===== src/rtl/serial_frame_receiver_if.sv =====
// Serial-in / parallel-out bundle for serial_frame_receiver.
// The master modport is the receiver; the slave modport is the pin driver plus word consumer.
interface serial_frame_receiver_if #(
  parameter int WIDTH = 8
);
  logic             SI;
  logic             Shift;
  logic             Ack;
  logic [WIDTH-1:0] PO;
  logic             Valid;
  logic             FrameErr;
  logic             Overrun;
  logic             Busy;

  modport master (
    input  SI, Shift, Ack,
    output PO, Valid, FrameErr, Overrun, Busy
  );

  modport slave (
    output SI, Shift, Ack,
    input  PO, Valid, FrameErr, Overrun, Busy
  );
endinterface


===== src/rtl/serial_frame_receiver.sv =====
// LSB-first serial frame receiver: start(0), WIDTH data bits, stop(1), sampled on Shift strobes.
// A correctly framed word is presented on PO under a Valid/Ack handshake.
module serial_frame_receiver #(
  parameter int WIDTH = 8
) (
  input  logic                    C,
  input  logic                    Reset_n,
  serial_frame_receiver_if.master bus
);
  localparam int CW = $clog2(WIDTH + 1);

  typedef enum logic [1:0] {IDLE, DATA, STOP} state_t;

  state_t           r_state;
  logic [WIDTH-1:0] r_sr;
  logic [CW-1:0]    r_cnt;
  logic [WIDTH-1:0] r_po;
  logic             r_valid;
  logic             r_ferr;
  logic             r_ovr;
  logic             r_busy;

  wire w_ack = bus.Ack & r_valid;

  always_ff @(posedge C or negedge Reset_n) begin
    if (!Reset_n) begin
      r_state <= IDLE;
      r_sr    <= '0;
      r_cnt   <= '0;
      r_po    <= '0;
      r_valid <= 1'b0;
      r_ferr  <= 1'b0;
      r_ovr   <= 1'b0;
      r_busy  <= 1'b0;
    end else begin
      if (w_ack) begin
        r_valid <= 1'b0;
        r_ovr   <= 1'b0;
      end
      if (bus.Shift) begin
        case (r_state)
          IDLE: begin
            if (!bus.SI) begin
              r_state <= DATA;
              r_cnt   <= '0;
              r_busy  <= 1'b1;
            end
          end
          DATA: begin
            r_sr  <= {bus.SI, r_sr[WIDTH-1:1]};
            r_cnt <= r_cnt + 1'b1;
            if (r_cnt == CW'(WIDTH - 1)) r_state <= STOP;
          end
          STOP: begin
            if (bus.SI) begin
              r_po    <= r_sr;
              r_valid <= 1'b1;
              r_ferr  <= 1'b0;
              // A same-edge Ack consumes the old word, so the overwrite is not an overrun.
              r_ovr   <= r_valid & ~bus.Ack;
            end else begin
              r_ferr  <= 1'b1;
            end
            r_state <= IDLE;
            r_busy  <= 1'b0;
          end
          default: begin
            r_state <= IDLE;
            r_busy  <= 1'b0;
          end
        endcase
      end
    end
  end

  assign bus.PO       = r_po;
  assign bus.Valid    = r_valid;
  assign bus.FrameErr = r_ferr;
  assign bus.Overrun  = r_ovr;
  assign bus.Busy     = r_busy;
endmodule


===== src/flat_wrapper.sv =====
// flat-port wrapper written by rule: the top's interface ports become plain ports
module serial_frame_receiver_flat 
#(
  parameter int WIDTH = 8
)
  (C, Reset_n, bus_SI, bus_Shift, bus_Ack, bus_PO, bus_Valid, bus_FrameErr, bus_Overrun, bus_Busy);
  serial_frame_receiver_if #(.WIDTH(WIDTH)) bus_i ();
  input  logic C;
  input  logic Reset_n;
  input wire logic [$bits(bus_i.SI)-1:0] bus_SI;
  input wire logic [$bits(bus_i.Shift)-1:0] bus_Shift;
  input wire logic [$bits(bus_i.Ack)-1:0] bus_Ack;
  output wire logic [$bits(bus_i.PO)-1:0] bus_PO;
  output wire logic [$bits(bus_i.Valid)-1:0] bus_Valid;
  output wire logic [$bits(bus_i.FrameErr)-1:0] bus_FrameErr;
  output wire logic [$bits(bus_i.Overrun)-1:0] bus_Overrun;
  output wire logic [$bits(bus_i.Busy)-1:0] bus_Busy;
  assign bus_i.SI = bus_SI;
  assign bus_i.Shift = bus_Shift;
  assign bus_i.Ack = bus_Ack;
  assign bus_PO = bus_i.PO;
  assign bus_Valid = bus_i.Valid;
  assign bus_FrameErr = bus_i.FrameErr;
  assign bus_Overrun = bus_i.Overrun;
  assign bus_Busy = bus_i.Busy;
  serial_frame_receiver #(.WIDTH(WIDTH)) u_core (.C(C), .Reset_n(Reset_n), .bus(bus_i));
endmodule

===== config.mk =====
export PLATFORM = sky130hd
export DESIGN_NAME = serial_frame_receiver_flat
export DESIGN_NICKNAME = d
export VERILOG_FILES = /design/src/rtl/serial_frame_receiver_if.sv /design/src/rtl/serial_frame_receiver.sv /design/src/flat_wrapper.sv
export SDC_FILE = /design/constraint.sdc
export NUM_CORES = 1
export LEC_CHECK = 0
export CAP_MARGIN = 10
export CORE_ASPECT_RATIO = 0.9
export CORE_MARGIN = 2
export CORE_UTILIZATION = 35
export DETAILED_ROUTE_END_ITERATION = 8
export GPL_TIMING_DRIVEN = 1
export PLACE_DENSITY = 0.54
export SLEW_MARGIN = 30
export SYNTH_ARGS = -nofsm -noshare
export SYNTH_HDL_FRONTEND = slang
export SYNTH_SLANG_ARGS = --single-unit

===== constraint.sdc =====
create_clock -name C -period 1.15 [get_ports C]
set_clock_uncertainty 0.05 [all_clocks]
set_input_delay 0.1725 -clock C [delete_from_list [all_inputs] [get_ports C]]
set_output_delay 0.1725 -clock C [all_outputs]
set_load 0.005 [all_outputs]

[Word level (Yosys, flattened, before mapping)]
Cells that the tools add are included.
Storage, ports and cells
  register bits: 26
  logic and storage cells: 42
Cells by class
  add/sub/neg operators: 1
  eq/ne operators: 5
  muxes and demuxes: 16
  bitwise gates (word level): 4
  reductions and logical operators: 8
Operator list (count)
  $reduce_and 3->1: 4
  $mux 1: 10
  $pmux 4 s2: 1
  $add 4x1->4 const B: 1
  $eq 4x3->1 const B: 1
  $mux 2: 2
  $mux 4: 1
  $pmux 2 s2: 1
  $reduce_and 2->1: 2
  $and 1x1->1: 2
  $eq 2x1->1 const B: 1
  $eq 2x2->1 const B: 1
  $logic_not 2->1: 1
  $ne 2x1->1 const B: 1
  $ne 2x2->1 const B: 1
  $not 1->1: 2
  $pmux 1 s2: 1
  $reduce_bool 2->1: 1

[Longest topological paths before layout]
Gate-level depths: netlist (run 1).
  depth in word-level cells: 5
  gate-level depth with buffers: 5
  depth with buffers taken out: 4

[Worst setup path before layout (run 1)]
OpenSTA, ideal clock, no wires.
  kind: register -> register
  start point: register u_core.r_state[0]
  end point: register u_core.r_po[0] (netlist: u_core.bus.PO[0])
  setup time: 0.125 ns
  arrival time: 1.094 ns
  path slack: -0.119 ns
  cell stages (with the launch flop): 5
  cell sequence: dfrtp_1 > buf_6 > nand4b_1 > buf_6 > mux2_4
Between the ends
  word-level cells in the longest chain between the ends: 2
Ends and longest elaborated chain
  from (decl): RTL line serial_frame_receiver.sv:14  | state_t r_state;
  from (signal assigned): RTL line serial_frame_receiver.sv:27  | r_state <= IDLE;
  from (signal assigned): RTL line serial_frame_receiver.sv:44  | r_state <= DATA;
  from (signal assigned): RTL line serial_frame_receiver.sv:52  | if (r_cnt == CW'(WIDTH - 1)) r_state <= STOP;
  $eq 2x2->1: RTL line serial_frame_receiver.sv:41  | case (r_state)
  $reduce_and 3->1 (no line)
  to (signal assigned): RTL line serial_frame_receiver.sv:56  | r_po <= r_sr;
  to (decl): RTL line serial_frame_receiver.sv:17  | logic [WIDTH-1:0] r_po;
No other way between the ends.
A chain may end at the register's enable or synchronous reset.

[Worst setup path after layout (run 1)]
  start point: register u_core.r_state[1]
  end point: register u_core.r_sr[1]
Between the ends
  word-level cells in the longest chain between the ends: 2
Ends and longest elaborated chain
  $eq 2x1->1: RTL line serial_frame_receiver.sv:41
  $reduce_and 2->1 (no line)
  to (signal assigned): RTL line serial_frame_receiver.sv:50  | r_sr <= {bus.SI, r_sr[WIDTH-1:1]};
  to (decl): RTL line serial_frame_receiver.sv:15  | logic [WIDTH-1:0] r_sr;
No other way between the ends.

==> impl_metrics.tcl, run 1 <==
set metrics [dict create \
    status "complete, but fails checks" \
    violations "negative setup slack" \
    synthArstFlopShare 1.00 \
    fp.dieH_um 57.5 \
    cp.arrival_ns 1.48 \
    start_util 0.366 \
    hold_violations 0 \
    yosysTopAreaCellShare 0.585 \
    synthToLayoutAreaGrowth_pct 44.0 \
    grt_pass1_wl_um 3730 \
    die-area_um2 3650 \
    irDropWorstVdd_mv 1.69 \
    drc 0 \
    post-route-min-period_ns 1.30 \
    synthesis.nets 85 \
    required_ns 1.33 \
    cp_max_fo 5 \
    dp_slack_ns -0.397 \
    worst_pin_slew_ns 0.197 \
    vias 762 \
    avgSynthCellArea_um2 14.1 \
    hold_buffers 0 \
    worst_slack_ns -0.149 \
    port_buffers 16 \
    diodes 0 \
    final_util 0.526 \
    finalCritPeriodShare 1.13 \
    vias_per_cell 4.73 \
    rsz0062_at_grt "true" \
    synth_edf_count 0 \
    nNetsFinal 126 \
    ys.flop_type "dfrtp_1" \
    grt_max_degree 27 \
    startpoint_type "flip-flop" \
    post-synth-top-count-cell "dfrtp_1" \
    ys_top_cells_by_area "dfrtp_1 58%, mux2_4 11%, mux2_2 8.1%" \
    h-tree-depth 1 \
    ant_nets 0 \
    io_pins 17 \
    timing.fmax_ghz 0.770 \
    drive_above_1_share 0.555 \
    placeableCoreArea_um2 3040 \
    grt_overflow 0 \
    drtPass1Iterations 4 \
    gr-usage-met2 0.235 \
    synth.cell_area_um2 1110 \
    gp_congestion 0.798 \
    end_kind "flip-flop" \
    ys_warn_count 0 \
    drv_slew 0 \
    cts-root-buf "clkbuf_4" \
    busiest_layer "met2" \
    routed_wl_um 2150 \
    grt_pass1_vias 770 \
    synthTopCellsByCount "26 x dfrtp_1, 8 x mux2_2, 8 x mux2_4" \
    drtIter0Drc 13 \
    clk_pin_slew_ns 0.15 \
    path_class "flip-flop to flip-flop" \
    synth-seq-cells 26 \
    synthCells 79 \
    ys_seq_area_frac 0.585 \
    groute.layer.met3.usage 0.0513 \
    clockBufferDepth 2 \
    cts.sinks 26 \
    tritoncts "done" \
    cellLeakagePower_nw 0.827 \
    hold_class "input pin to async pin" \
    rows 19 \
    antenna_found_initial 0 \
    synth.distinct_cells 24 \
    dieWidth_um 63.4 \
    maxCapViolations 0 \
    grt_usage 0.134 \
    yosysTopAreaCell "dfrtp_1" \
    slew_headroom 0.868 \
    wl_per_cell_um 13.3 \
    pwr_density_cell_nw_per_um2 2220 \
    setup_violations 22 \
    insertion_delay_ns 0.32 \
    cts_buffers 3 \
    dp_hpwl_um 1340 \
    met1_usage 0.158 \
]
[cell families after synthesis]
group,after synthesis,share of synthesized area
mux,18,0.207
buf+inv,7,0.0439
flops,26,0.585
compound gates,14,0.0799
fa+ha+maj,1,0.0112
simple gates,13,0.0731
[cell usage in the layout (no fill, tap or decap), drive strengths merged]
cell and n:
a21boi 1, a21oi 4, a22o 1, a31oi 1, a41oi 1, and2b 1
and3b 1, buf 33, bufinv 1, clkbuf 5, clkdlybuf4s50 4, dfrtp 26
ha 1, inv 4, mux2 16, mux2i 2, nand2 3, nand3 1
nand3b 2, nand4b 1, nor2 1, nor2b 2, nor3b 1, o21ai 3
o22ai 2, o2bb2ai 1
[flip-flops by register name, summed over array words and instances, names as in the netlist]
| signal | count |
|---|---|
| u_core.bus.Busy | 1 |
| u_core.bus.FrameErr | 1 |
| u_core.bus.Overrun | 1 |
| u_core.bus.PO | 8 |
| u_core.bus.Valid | 1 |
| u_core.r_cnt | 4 |
| u_core.r_sr | 8 |
| u_core.r_state | 2 |
[cell type report]
cell class | instances | area [um^2]
sequential | 26 | 651
inverter | 4 | 15.0
fill | 282 | 1440
clock buffer | 3 | 22.5
multi-input combinational | 46 | 495
clock inverter | 1 | 30.0
timing repair buffer | 39 | 335
tap | 42 | 52.6
[worst paths after layout]
path,startpoint,end,slack [ns],cells after the start
min in group C,bus_Ack,u_core.bus.Overrun$_DFF_PN0_,0.36,2
max reg2reg,u_core.r_state[1]$_DFFE_PN0P_,u_core.r_sr[1]$_DFFE_PN0P_,-0.15,3
max in group asynchronous,Reset_n,u_core.bus.Busy$_DFFE_PN0P_,0.77,2
min reg2reg,u_core.bus.FrameErr$_DFFE_PN0P_,u_core.bus.FrameErr$_DFFE_PN0P_,0.45,2
max,u_core.r_state[1]$_DFFE_PN0P_,u_core.r_sr[1]$_DFFE_PN0P_,-0.15,3
min,Reset_n,u_core.bus.PO[7]$_DFFE_PN0P_,0.12,2
[per-layer routing]
metal	vias to the layer above	routed length, um	share of wire
met1	384	950	0.44
met4	0	13	0.0061
li1	361	-	-
met2	15	1060	0.50
met5	-	0	0
met3	2	119	0.055
[timing repair]
action	4_1_cts	5_1_grt
setup buffers	10	2
cloned	1	0
endpoints found under the setup margin	33	26
resized for setup	58	10
pin swaps	1	6
[per-stage QoR]
| step | setup TNS (ns) | power [mW] | hold WS [ns] | std cells | cell area (um^2) |
|---|---|---|---|---|---|
| floorplan | -1.85 | 2.15 | -0.173 | 79 | 1120 |
| finish | -2.46 | 3.56 | 0.118 | 161 | 1600 |
| detailed placement | -8.46 | 2.66 | 0.428 | 145 | 1420 |
| global placement | -7.95 | 2.62 | 0.411 | 145 | 1420 |
| CTS | -2.81 | 3.51 | 0.119 | 160 | 1560 |
| global route | -3.82 | 3.80 | 0.0958 | 161 | 1600 |
[where the power goes]
| part | leakage [nW] | internal, mW | switching [mW] |
|---|---|---|---|
| registers | 0.328 | 1.26 | 0.249 |
| clock network | 0.0279 | 0.353 | 0.276 |
| logic | 0.470 | 0.938 | 0.489 |
| total | 0.827 | 2.55 | 1.01 |
[critical path, stage by stage, from the launching register on]
cell       delay [ns]
dfrtp_1          0.41
and3b_2          0.30
clkbuf_16        0.16
mux2_4           0.29
Note: power is estimated with default switching activity, not from simulation.
==> inputs of run 2 (changes only) <==
--- a/config.mk
+++ b/config.mk
@@ -8,10 +8,10 @@
 export CAP_MARGIN = 10
 export CORE_ASPECT_RATIO = 0.9
 export CORE_MARGIN = 2
-export CORE_UTILIZATION = 35
+export CORE_UTILIZATION = 46
 export DETAILED_ROUTE_END_ITERATION = 8
 export GPL_TIMING_DRIVEN = 1
-export PLACE_DENSITY = 0.54
+export PLACE_DENSITY = 0.68
 export SLEW_MARGIN = 30
 export SYNTH_ARGS = -nofsm -noshare
 export SYNTH_HDL_FRONTEND = slang
==> run 2 against run 1 <==
The flow still finishes with violations (negative setup slack). Cell area is 4.8% lower. Combinational power is 3% lower. Setup slack worse by 0.022 ns. Cell count is 9.9% lower. First-iteration DRC count is 46% lower. Core utilization is 15 points higher. Hold slack hardly changed. Sequential share of layout area is 2.1 points higher. Fmax is 1.7% lower. Power is 5.4% lower. Critical path depth is 1 higher. Count of clock-buffer cells in the layout is 1 higher. Critical path type unchanged. Largest cell class unchanged.
==> impl_metrics.tcl, run 2 (synthesis gave the netlist of run 1 again) <==
set metrics [dict create \
    post-route-min-period_ns 1.32 \
    violations "negative setup slack" \
    clockBufferDepth 2 \
    drtPass1Iterations 4 \
    ant_nets 0 \
    hold_violations 0 \
    mostFrequentLayoutCell "dfrtp_1" \
    vias_per_cell 5.32 \
    timing.fmax_ghz 0.757 \
    drtIter0Drc 7 \
    rsz0062_at_grt "true" \
    dp_hpwl_um 1410 \
    cellLeakagePower_nw 0.798 \
    grt_pass1_vias 846 \
    pwr_density_cell_nw_per_um2 2210 \
    drc 0 \
    place_area_um2 1410 \
    finalCritPeriodShare 1.15 \
    stdcell_area_um2 1520 \
    start_util 0.496 \
    h-tree-depth 1 \
    layout_common_cells "26 x dfrtp_1, 17 x buf_4, 16 x mux2_4" \
    cp_max_fo 10 \
    r2r_setup_slack_ns -0.17 \
    required_ns 1.33 \
    grt_pass1_wl_um 3800 \
    critPathLaunch "u_core.r_state[1]$_DFFE_PN0P_" \
    diodes 0 \
    hold_buffers 0 \
    irDropWorstVdd_mv 1.31 \
    status "complete, but fails checks" \
    dp_slack_ns -0.478 \
    insertion_delay_ns 0.33 \
    hold_class "input pin to async pin" \
    num-fill-cells 169 \
    antenna_found_initial 0 \
    worst_pin_slew_ns 0.194 \
    placeableCoreArea_um2 2240 \
    slowest_delay_ns 0.43 \
    ff2ff_path_depth 4 \
    wl_per_cell_um 15.1 \
    cts.sinks 26 \
    grt_usage 0.176 \
    dieWidth_um 55.8 \
    path_class "flip-flop to flip-flop" \
    r2r-start "u_core.r_state[1]$_DFFE_PN0P_" \
    clk_pin_slew_ns 0.14 \
    rows 16 \
    port_buffers 16 \
    routed_wl_um 2180 \
    gp_congestion 0.717 \
    cp.arrival_ns 1.50 \
    startpoint_type "flip-flop" \
    tritoncts "done" \
    endpoint "u_core.bus.PO[5]$_DFFE_PN0P_" \
    synthToLayoutAreaGrowth_pct 37.0 \
    nNetsFinal 125 \
    drv_slew 0 \
    end_kind "flip-flop" \
    cts_buffers 3 \
    fp.dieH_um 50.7 \
    maxCapViolations 0 \
    final_util 0.680 \
    slowest_stage "dfrtp_1" \
    cts-root-buf "clkbuf_4" \
    reg2reg_to "u_core.bus.PO[5]$_DFFE_PN0P_" \
    worstPathCellList "buf_4 > nand4b_1 > buf_6 > mux2_4" \
    io_pins 17 \
    die-area_um2 2830 \
    grt_max_degree 27 \
    tns_ns -3.00 \
    setup_violations 22 \
    hold_ws_ns 0.118 \
    worst_slack_ns -0.172 \
    drive_above_1_share 0.551 \
    vias 772 \
    grt_overflow 0 \
    slew_headroom 0.871 \
]
==> run 2: cell types whose count changed in the layout (fill, tap and decap cells not counted), sizes merged <==
| cell | previous run | this run |
|---|---|---|
| bufinv | 1 | 0 |
==> run 2: layer usage <==
metal / global-route usage / up-vias / share of wire
met1: 0.205 / 392 / 0.45
met2: 0.302 / 17 / 0.49
met4: 0.0675 / 0 / 0.011
met5: 0 / - / 0
met3: 0.0619 / 3 / 0.050
li1: - / 360 / -
==> run 2: where the power goes <==
part | internal [mW] | leakage [nW] | total, mW | switching, mW
clock network | 0.194 | 0.0210 | 0.472 | 0.278
logic | 0.908 | 0.449 | 1.38 | 0.477
registers | 1.26 | 0.328 | 1.51 | 0.255
total | 2.36 | 0.798 | 3.37 | 1.01
==> run 2: worst min-delay path by stage <==
stage	start	endpoint	slack (ns)	cells past startpoint
6_report	Reset_n	u_core.bus.Valid$_DFF_PN0_	0.12	2
5_1_grt	Reset_n	u_core.bus.PO[2]$_DFFE_PN0P_	0.12	2
2_1_floorplan	Reset_n	u_core.bus.Busy$_DFFE_PN0P_	-0.17	0
4_1_cts	Reset_n	u_core.bus.Valid$_DFF_PN0_	0.12	2
3_3_place_gp	u_core.r_cnt[3]$_DFFE_PN0P_	u_core.r_cnt[3]$_DFFE_PN0P_	0.41	1
3_5_place_dp	u_core.bus.FrameErr$_DFFE_PN0P_	u_core.bus.FrameErr$_DFFE_PN0P_	0.43	2
==> run 2: area by class of cell <==
type | count | area (um^2) | area share
multi-input combinational | 46 | 487 | 0.319
timing repair buffer | 38 | 302 | 0.198
clock buffer | 4 | 36.3 | 0.0238
tap | 27 | 33.8 | 0.0222
sequential | 26 | 651 | 0.427
inverter | 4 | 15.0 | 0.00985
==> run 2: what timing repair did <==
item | 4_1_cts | 5_1_grt
buffers inserted | 6 | 3
setup endpoints to repair | 35 | 27
gates resized for setup | 58 | 7
pin swaps | 1 | 2
==> run 2: through the flow <==
step,power (mW),cells
3_3_place_gp,2.64,132
6_report,3.37,145
5_1_grt,3.59,145
3_5_place_dp,2.70,132
2_1_floorplan,2.15,79
4_1_cts,3.29,142
==> run 2: critical path: cells and delay by family (launching register included) <==
| family | cells | cell delay, ns |
|---|---|---|
| mux | 1 | 0.31 |
| simple gates | 1 | 0.10 |
| buf+inv | 2 | 0.32 |
| flops | 1 | 0.43 |
==> inputs of run 3 (changes only) <==
--- a/config.mk
+++ b/config.mk
@@ -9,6 +9,7 @@
 export CORE_ASPECT_RATIO = 0.9
 export CORE_MARGIN = 2
 export CORE_UTILIZATION = 46
+export CTS_CLUSTER_SIZE = 16
 export DETAILED_ROUTE_END_ITERATION = 8
 export GPL_TIMING_DRIVEN = 1
 export PLACE_DENSITY = 0.68
==> results of run 3 <==
Same layout as run 2: the final DEF is identical, and so are final timing and power.
